**config.mk**
```make
export PLATFORM = sky130hd
export DESIGN_NAME = ysyx_041461_pipe_skid_reg
export DESIGN_NICKNAME = d
export VERILOG_FILES = /design/src/rtl/ysyx_041461_pipe_skid_reg.sv
export SDC_FILE = /design/constraint.sdc
export NUM_CORES = 1
export LEC_CHECK = 0
export CORE_MARGIN = 2
export CORE_UTILIZATION = 30
export CTS_CLUSTER_DIAMETER = 150
export DETAILED_ROUTE_END_ITERATION = 10
export PLACE_DENSITY = 0.59
export SLEW_MARGIN = 0
export SYNTH_ARGS = -nofsm -noshare
export SYNTH_HDL_FRONTEND = slang
export SYNTH_SLANG_ARGS = --single-unit
```
**constraint.sdc**
```tcl
create_clock -name clk -period 5 [get_ports clk]
set_clock_uncertainty 0.2 [all_clocks]
set_input_delay 1 -clock clk [delete_from_list [all_inputs] [get_ports clk]]
set_output_delay 1 -clock clk [all_outputs]
set_load 0.02 [all_outputs]
```
**src/rtl/ysyx_041461_pipe_skid_reg.sv**
```systemverilog
// Two-entry skid register for a valid/ready pipeline stage.
// Both in_ready and out_data come straight from flops, which cuts the timing path in each direction.
module ysyx_041461_pipe_skid_reg #(
  parameter int unsigned DW      = 64,
  parameter logic [63:0] RST_VAL = 64'h0000_0000_3000_0000,
  parameter int unsigned CNT_W   = 16
) (
  input  logic             clk,
  input  logic             rst,
  input  logic             flush,
  input  logic             in_valid,
  input  logic [DW-1:0]    in_data,
  output logic             in_ready,
  output logic             out_valid,
  output logic [DW-1:0]    out_data,
  input  logic             out_ready,
  output logic [CNT_W-1:0] stall_cnt,
  input  logic             clr_cnt
);

  localparam logic [DW-1:0]    RST_DATA = DW'(RST_VAL);
  localparam logic [CNT_W-1:0] CNT_MAX  = '1;
  localparam logic [CNT_W-1:0] CNT_ONE  = CNT_W'(1);

  typedef enum logic [1:0] {
    EMPTY = 2'd0,
    BUSY  = 2'd1,
    FULL  = 2'd2
  } state_e;

  state_e           state_q, state_d;
  logic             in_ready_q, in_ready_d;
  logic             out_valid_q, out_valid_d;
  logic [DW-1:0]    main_q, main_d;
  logic [DW-1:0]    skid_q, skid_d;
  logic [CNT_W-1:0] cnt_q, cnt_d;

  logic in_fire;
  logic out_fire;

  assign in_fire  = in_valid & in_ready_q;
  assign out_fire = out_valid_q & out_ready;

  always_ff @(posedge clk) begin
    if (!rst) begin
      state_q     <= EMPTY;
      in_ready_q  <= 1'b1;
      out_valid_q <= 1'b0;
      main_q      <= RST_DATA;
      skid_q      <= '0;
      cnt_q       <= '0;
    end else begin
      state_q     <= state_d;
      in_ready_q  <= in_ready_d;
      out_valid_q <= out_valid_d;
      main_q      <= main_d;
      skid_q      <= skid_d;
      cnt_q       <= cnt_d;
    end
  end

  // Flush wins over any transfer in the same cycle.
  always_comb begin
    state_d = state_q;
    case (state_q)
      EMPTY: if (in_fire) state_d = BUSY;
      BUSY: begin
        if (in_fire && !out_fire)      state_d = FULL;
        else if (!in_fire && out_fire) state_d = EMPTY;
      end
      FULL:    if (out_fire) state_d = BUSY;
      default: state_d = EMPTY;
    endcase
    if (flush) state_d = EMPTY;
  end

  always_comb begin
    in_ready_d  = (state_d != FULL);
    out_valid_d = (state_d != EMPTY);
  end

  // Payload is left untouched on flush; it is don't-care once out_valid drops.
  always_comb begin
    main_d = main_q;
    skid_d = skid_q;
    if (!flush) begin
      case (state_q)
        EMPTY: if (in_fire) main_d = in_data;
        BUSY: begin
          if (in_fire && out_fire) main_d = in_data;
          else if (in_fire)        skid_d = in_data;
        end
        FULL:    if (out_fire) main_d = skid_q;
        default: ;
      endcase
    end
  end

  always_comb begin
    cnt_d = cnt_q;
    if (clr_cnt)                                        cnt_d = '0;
    else if (out_valid_q && !out_ready && cnt_q != CNT_MAX) cnt_d = cnt_q + CNT_ONE;
  end

  assign in_ready  = in_ready_q;
  assign out_valid = out_valid_q;
  assign out_data  = main_q;
  assign stall_cnt = cnt_q;

endmodule

```
==> flow_metrics.py, run 1 <==
metrics = {
    "detailed_routing": {
        "via_count": 6161,
        "via_per_inst": 4.98,
        "wire_per_inst_um": 15.2,
        "drt_first_pass_iters": 5,
        "drtAntennaViolNets": 0,
        "totalWireLength_um": 18800,
        "route.detailed.drc": 0,
        "drtIter0Drc": 332,
    },
    "floorplan": {
        "floorplan.initialDensity_pct": 30.2,
        "num_rows": 55,
        "dieWidth_um": 154,
        "coreArea_mm2": 0.0224,
        "ios": 152,
        "die_h_um": 154,
        "dieArea_mm2": 0.0238,
    },
    "yosys": {
        "yosys-top-cells-count": "nand2_1 (260), dfxtp_1 (148), a21boi_0 (102), o21ai_0 (71), a211o_1 (62)",
        "yosysSeqAreaShare_pct": 43.7,
        "synth_edf_count": 0,
        "ys.flop_type": "dfxtp_1",
        "synth_cell_types": 47,
        "syn_area_per_cell_um2": 8.15,
        "synth_cells": 832,
        "yosys_warnings": 0,
        "yosys.area.top_type": "dfxtp_1",
        "synth.area.top_cells": "dfxtp_1 (44%), nand2_1 (14%), a21boi_0 (11%), a211o_1 (8.0%), o21ai_0 (5.2%)",
        "async_flop_share_pct": 0,
        "synth_top_area_share_pct": 43.7,
        "syn-num-nets": 903,
        "ys_ff_latch": 148,
        "yosysMostFrequentCell": "nand2_1",
        "syn_area_mm2": 0.00678,
    },
    "cts": {
        "cts_inserted_buffers": 17,
        "clk_path_buf_depth": 2,
        "ctsHoldBuffers": 0,
        "postCtsResizedCells": 0,
        "clkSinkCount": 148,
        "h-tree-depth": 4,
        "clk_pin_slew_ps": 60,
        "cts-root-buf": "clkbuf_16",
        "cts_tree": "built",
        "clk_latency_ps": 410,
        "post_cts_buffers": 0,
    },
    "layout": {
        "n_antenna_cell": 0,
        "area_delta_synth_final_pct": 32.4,
        "nNetsFinal": 1012,
        "finalCoreUtilization_pct": 40.1,
        "fillCellCount": 2288,
        "drive_gt1_share_pct": 6.30,
        "final_area_mm2": 0.00898,
    },
    "placement": {
        "routabilityCongestion": 0.764,
        "placed_area_mm2": 0.00841,
        "portBuffers": 151,
        "dp_hpwl_um": 11600,
    },
    "global_route": {
        "use_met3_pct": 4.29,
        "groute.usage.overall_pct": 15.8,
        "grt_pass1_wl_um": 30400,
        "grt_pass1_vias": 5748,
        "grt_max_degree": 72,
        "grt-ovfl-total": 0,
        "grtUsageMet2_pct": 25.2,
        "antenna_found_initial": 1,
        "use_met1_pct": 21.2,
        "top_usage_layer": "met2",
    },
    "timing": {
        "rsz0062_at_grt": "false",
        "slew_viol_final": 0,
        "tightest_slew_ps": 1000,
        "fmax_mhz": 325,
        "setup_viol": 0,
        "fin_crit_ps": 3080,
        "fin_crit_sh_pct": 61.6,
        "hold_viol_final": 0,
        "final.setup.tns_ps": 0,
        "slew_headroom_pct": 33.0,
    },
    "power_and_ir_drop": {
        "ir_drop_v": 0.000191,
        "leakage_uw": 0.00308,
        "power_density_mw_per_mm2": 312,
    },
    "hold_path": {
        "holdCritStartpoint": "skid_q[28]$_SDFFE_PN0P_",
        "hp-class": "flop to flop",
    },
    "worst_setup_path": {
        "cp_max_fo": 53,
        "crit_required_ps": 5130,
        "worstSetupStartpoint": "out_ready",
        "cp.arrival_ps": 3210,
        "worstPathCellList": "clkdlybuf4s50_1 -> a21bo_2 -> a22oi_2 -> buf_12 -> o21ai_0 -> a21boi_0",
        "cp-end-kind": "flop",
        "worstSetupPathType": "primary input to flop",
        "timing.rr.start": "state_q[0]$_SDFF_PN0_",
        "cpPeakStageDelay_ps": 800,
        "crit_path_start_kind": "primary input",
        "slowest_stage": "a22oi_2",
    },
    "run": {
        "maxCapViolations": 0,
    },
    "status": {
        "status": "complete, no violations",
    },
}
[state kept, by name, summed over array words and instances, names as in the netlist]
signal     flops
skid_q        64
stall_cnt     16
in_ready       1
out_valid      1
out_data      64
state_q        2
[layout make-up]
cell class              instances  area (µm²)  area share, %
inverters                       2        7.51         0.0836
flip-flops and latches        148        2960           33.0
clock buffers                  21         470           5.24
multi-input cells             610        3470           38.6
well taps                     285         357           3.97
clock inverters                 9         105           1.17
repair buffers                162        1610           18.0
[stage by stage]
step	cells	hold slack [ps]	total power, µW	setup WS [ps]
2_1_floorplan	832	234	1410	2710
3_3_place_gp	1207	240	1570	1530
3_5_place_dp	1207	244	1570	1470
4_1_cts	1237	252	2850	1900
5_1_grt	1237	271	2920	1730
6_report	1237	250	2800	1920
[power breakdown]
| group | internal, µW | switching, µW | leakage (µW) | total, µW |
|---|---|---|---|---|
| registers | 1210 | 18.0 | 0.00120 | 1230 |
| clock network | 768 | 498 | 0.000285 | 1270 |
| logic | 148 | 161 | 0.00159 | 308 |
| total | 2130 | 676 | 0.00308 | 2800 |
[logic make-up after synthesis]
kind of cell / after synthesis / synth area share (%)
muxes: 2 / 0.295
and+or+nand+nor: 318 / 20.4
adders and majority gates: 1 / 0.184
DFF: 148 / 43.7
AOI/OAI and AO/OA: 289 / 30.2
buffers and inverters: 74 / 5.27
[final timing paths]
kind / end / slack [ps] / cells after the start
setup / recovery: out_data[22]$_SDFFE_PN0P_ / 1920 / 6
hold reg to reg: skid_q[28]$_SDFFE_PN0P_ / 250 / 2
setup reg to reg: out_data[22]$_SDFFE_PN0P_ / 2610 / 5
hold / removal: skid_q[28]$_SDFFE_PN0P_ / 250 / 2
[critical path: cells and delay by family]
family / cells / cell delay (ps)
compound gates: 4 / 1380
buf+inv: 2 / 790
[layout by cell type (no fill, tap or decap), types with 5 or more instances in the layout]
master,count
a21oi_1,14
nor3_1,6
nand4_1,7
clkbuf_16,17
dfxtp_1,148
nand2_1,260
a21boi_1,24
a211o_1,62
o21ai_0,71
o31ai_1,6
a21boi_0,102
nand3_1,5
clkdlybuf4s50_1,149
or3_2,6
buf_4,11
[routing by layer]
| layer | vias to the layer above | part of all wire (%) |
|---|---|---|
| met2 | 137 | 46 |
| met1 | 2909 | 49 |
| met5 | - | 0.069 |
| li1 | 3100 | - |
| met4 | 2 | 0.88 |
| met3 | 13 | 4.6 |
Note: power is estimated with default switching activity, not from simulation.
==> inputs of run 2 (changes only) <==
Settings changed: PLACE_DENSITY 0.59 to 0.61.
Clock period 5 ns to 2.5 ns, I/O delays scaled along.
==> run 2 against run 1 <==
Effect of this change: largest cell class unchanged; sequential share of layout area down 0.97 points; critical path depth shrank 5; sequential power is 100% higher; via count rose by 1.1%; routed wire length is 0.54% higher; combinational power is 110% higher; power rose by 120%; cell area grew 3.0%; first-iteration DRC count is 18% higher.
==> flow_metrics.py, run 2 (synthesis results as in run 1) <==
metrics = {
    "status": {
        "status": "complete, no violations",
    },
    "layout": {
        "final_cell_mix": "nand2_1 (260), clkdlybuf4s50_1 (149), dfxtp_1 (148)",
        "area_delta_synth_final_pct": 36.4,
        "seq_area_mm2": 0.00296,
        "fillCellCount": 2252,
        "n_antenna_cell": 0,
        "nNetsFinal": 1023,
        "drive_gt1_share_pct": 7.56,
        "layout_commonest_cell": "nand2_1",
        "multi_input_area_mm2": 0.00347,
        "finalNonFillerCells": 1250,
    },
    "detailed_routing": {
        "routed-wl-met2_um": 8620,
        "totalWireLength_um": 18900,
        "wire_per_inst_um": 15.1,
        "route.detailed.drc": 0,
        "via_per_inst": 4.98,
        "drt_first_pass_iters": 5,
        "drtIter0Drc": 393,
        "met3_length_um": 751,
        "via_count": 6228,
        "drtAntennaViolNets": 0,
        "top_layer_used": "met4",
        "wl_met1_um": 9310,
    },
    "timing": {
        "timing.hold.ws_ps": 251,
        "fin_crit_sh_pct": 90.9,
        "slew_headroom_pct": 60.5,
        "setup_viol": 0,
        "rsz0062_at_grt": "false",
        "tightest_slew_ps": 593,
        "hold_viol_final": 0,
        "fin_crit_ps": 2270,
        "slew_viol_final": 0,
        "setup_ws_ps": 228,
        "fmax_mhz": 440,
    },
    "floorplan": {
        "dieWidth_um": 154,
        "coreArea_mm2": 0.0224,
        "die_h_um": 154,
        "dieArea_mm2": 0.0238,
        "ios": 152,
        "floorplan.initialDensity_pct": 30.2,
        "num_rows": 55,
    },
    "hold_path": {
        "hp-class": "flop to flop",
        "holdCritStartpoint": "skid_q[28]$_SDFFE_PN0P_",
        "min_to": "skid_q[28]$_SDFFE_PN0P_",
        "hold_depth": 2,
    },
    "worst_setup_path": {
        "r2r-end": "stall_cnt[5]$_SDFFE_PP0P_",
        "critPathBufInv": 1,
        "cp_max_fo": 9,
        "cpPeakStageDelay_ps": 660,
        "worstSetupPathType": "flop to output port",
        "slowest_stage": "clkdlybuf4s50_1",
        "crit_family": "buffers and inverters",
        "cp-end-kind": "output port",
        "cp.arrival_ps": 1570,
        "timing.rr.start": "stall_cnt[0]$_SDFFE_PP0P_",
        "crit_required_ps": 1800,
        "r2r_setup_slack_ps": 500,
        "worstSetupStartpoint": "stall_cnt[4]$_SDFFE_PP0P_",
        "worstPathCellList": "clkdlybuf4s50_1",
        "rr_worst_depth": 6,
        "crit_path_start_kind": "flop",
    },
    "placement": {
        "place_ws_ps": -10.9,
        "portBuffers": 151,
        "dp_hpwl_um": 11400,
        "routabilityCongestion": 0.786,
        "dp_cells": 1218,
    },
    "cts": {
        "clk_latency_ps": 410,
        "cts_tree": "built",
        "h-tree-depth": 4,
        "clkSinkCount": 148,
        "ctsHoldBuffers": 0,
        "cts_inserted_buffers": 17,
        "postCtsResizedCells": 0,
        "clk_pin_slew_ps": 60,
        "cts-root-buf": "clkbuf_16",
        "post_cts_buffers": 0,
        "clk_path_buf_depth": 2,
    },
    "power_and_ir_drop": {
        "ir_drop_v": 0.000370,
        "leakage_uw": 0.00321,
        "power_density_mw_per_mm2": 659,
    },
    "global_route": {
        "antenna_found_initial": 0,
        "grt_max_degree": 130,
        "grt_pass1_vias": 5935,
        "groute.usage.overall_pct": 15.9,
        "grt_pass1_wl_um": 30800,
        "grt-ovfl-total": 0,
    },
    "run": {
        "maxCapViolations": 0,
    },
}
run 2: final cells by class:
class / instances / area share, %
Clock buffer: 21 / 5.08
Sequential cell: 148 / 32.0
Clock inverter: 11 / 2.37
Tap cell: 285 / 3.85
Inverter: 2 / 0.0811
Multi-Input combinational cell: 610 / 37.5
Timing Repair Buffer: 173 / 19.1
run 2: per-layer routing:
layer	vias up	track usage (%)
li1	3128	-
met1	2938	21.4
met2	142	25.9
met3	20	3.03
met4	0	4.85
met5	-	0
run 2: worst max path at each step:
stage | to | slack [ps] | cells past startpoint
finish | stall_cnt[4] | 230 | 1
global route | stall_cnt[4] | 130 | 1
CTS | stall_cnt[4] | 210 | 1
detailed placement | out_data[32]$_SDFFE_PN0P_ | -10 | 6
global placement | out_data[35]$_SDFFE_PN0P_ | 70 | 6
floorplan | stall_cnt[2]$_SDFFE_PP0P_ | 550 | 6
run 2: power by group:
group          leakage [µW]  internal (µW)  total [µW]  switching (µW)
Sequential          0.00120           2430        2460            36.4
Clock              0.000335           1960        3000            1040
Combinational       0.00168            317         641             324
run 2: per-stage QoR:
| stage | instance area, µm² | utilization, % | total power (µW) | setup TNS [ps] |
|---|---|---|---|---|
| after floorplan | 6780 | - | 2830 | 0 |
| after global placement | 8570 | 38.2 | 3160 | 0 |
| after detailed placement | 8570 | 38.2 | 3160 | -19.8 |
| after CTS | 9260 | 41.3 | 6190 | 0 |
| after global routing | 9260 | 41.3 | 6350 | 0 |
| final | 9260 | 41.3 | 6100 | 0 |
==> inputs of run 3 (changes only) <==
Settings changed: CORE_MARGIN 2 to 1.
==> run 3 against run 2 <==
Effect of this change: the flow now finishes with violations (design-rule violations); largest power group is now sequential cells; critical endpoint is now stall_cnt[9]; worst setup slack better by 17 ps; cell area down 1.4%; sequential power about the same; register-to-register slack about the same.
==> flow_metrics.py, run 3 (synthesis results as in run 1) <==
metrics = {
    "placement": {
        "dp_cells": 1211,
        "place_ws_ps": 45.4,
        "portBuffers": 151,
        "dp_hpwl_um": 11300,
        "routabilityCongestion": 0.793,
    },
    "layout": {
        "nNetsFinal": 1021,
        "area_delta_synth_final_pct": 34.5,
        "drive_gt1_share_pct": 7.17,
        "layout_commonest_cell": "nand2_1",
        "n_antenna_cell": 0,
        "finalNonFillerCells": 1243,
        "fillCellCount": 2229,
        "multi_input_area_mm2": 0.00347,
        "seq_area_mm2": 0.00296,
        "final_cell_mix": "nand2_1 (260), clkdlybuf4s50_1 (149), dfxtp_1 (148)",
    },
    "detailed_routing": {
        "route.detailed.drc": 10,
        "drtIter0Drc": 405,
        "drtAntennaViolNets": 0,
        "via_count": 6169,
        "drt_first_pass_iters": 7,
        "wire_per_inst_um": 14.9,
        "via_per_inst": 4.96,
        "totalWireLength_um": 18500,
    },
    "status": {
        "violations": "design-rule violations",
        "status": "complete, but fails checks",
    },
    "worst_setup_path": {
        "cp_max_fo": 7,
        "cp.arrival_ps": 1550,
        "slowest_stage": "clkdlybuf4s50_1",
        "critPathBufInv": 1,
        "cpPeakStageDelay_ps": 660,
        "worstSetupPathType": "flop to output port",
        "worstPathCellList": "clkdlybuf4s50_1",
        "crit_family": "buffers and inverters",
        "cp-end-kind": "output port",
        "crit_path_start_kind": "flop",
        "crit_required_ps": 1800,
    },
    "cts": {
        "clk_latency_ps": 410,
        "postCtsResizedCells": 0,
        "cts_inserted_buffers": 17,
        "h-tree-depth": 4,
        "clkSinkCount": 148,
        "cts-root-buf": "clkbuf_16",
        "clk_pin_slew_ps": 60,
        "ctsHoldBuffers": 0,
        "clk_path_buf_depth": 2,
        "post_cts_buffers": 0,
        "cts_tree": "built",
    },
    "floorplan": {
        "die_h_um": 152,
        "floorplan.initialDensity_pct": 30.8,
        "dieArea_mm2": 0.0232,
        "coreArea_mm2": 0.0220,
        "num_rows": 54,
        "dieWidth_um": 152,
        "ios": 152,
    },
    "run": {
        "maxCapViolations": 0,
    },
    "power_and_ir_drop": {
        "ir_drop_v": 0.000341,
        "leakage_uw": 0.00315,
        "power_density_mw_per_mm2": 602,
    },
    "global_route": {
        "grt_pass1_vias": 5743,
        "grt-ovfl-total": 0,
        "grt_max_degree": 130,
        "grtUsageMet2_pct": 25.0,
        "antenna_found_initial": 2,
        "use_met1_pct": 22.4,
        "top_usage_layer": "met2",
        "grt_pass1_wl_um": 30500,
        "use_met3_pct": 3.70,
        "groute.usage.overall_pct": 16.3,
    },
    "timing": {
        "tightest_slew_ps": 563,
        "setup_ws_ps": 245,
        "slew_viol_final": 0,
        "setup_viol": 0,
        "final.setup.tns_ps": 0,
        "rsz0062_at_grt": "false",
        "slew_headroom_pct": 62.5,
        "fin_crit_sh_pct": 90.2,
        "fin_crit_ps": 2250,
        "hold_viol_final": 0,
        "fmax_mhz": 443,
    },
    "hold_path": {
        "hp-class": "flop to flop",
    },
}
-- run 3: report_power, final --
part / internal (µW) / switching, µW / total [µW] / leakage (µW)
clock: 1400 / 992 / 2390 / 0.000269
combinational: 316 / 325 / 641 / 0.00168
sequential: 2430 / 34.9 / 2460 / 0.00120
-- run 3: path summary, 6_finish.rpt --
path	start	end	slack [ps]	cells past startpoint
min reg2reg	skid_q[17]$_SDFFE_PN0P_	skid_q[17]$_SDFFE_PN0P_	250	2
min	skid_q[17]$_SDFFE_PN0P_	skid_q[17]$_SDFFE_PN0P_	250	2
max reg2reg	stall_cnt[0]$_SDFFE_PP0P_	stall_cnt[5]$_SDFFE_PP0P_	500	6
max	stall_cnt[9]$_SDFFE_PP0P_	stall_cnt[9]	250	1
-- run 3: final cells by class --
type                       count  share of cell area (%)
clock inverter                 7                   0.521
sequential                   148                    32.5
multi-input combinational    610                    38.0
inverter                       2                  0.0823
tap                          280                    3.84
clock buffer                  25                    5.54
timing repair buffer         171                    19.5
-- run 3: through the flow --
stage	util (%)	instance area (µm²)	total power, µW	hold WS [ps]
global route	41.4	9120	5750	271
global placement	38.9	8570	3160	240
finish	41.4	9120	5490	250
CTS	41.4	9120	5590	253
detailed placement	38.9	8570	3160	245
floorplan	-	6780	2830	234
-- run 3: per-layer routing --
layer  vias up  wire (µm)
met5         -          0
met4         0        175
li1       3124          -
met2       144       8340
met1      2889       9060
met3        12        968
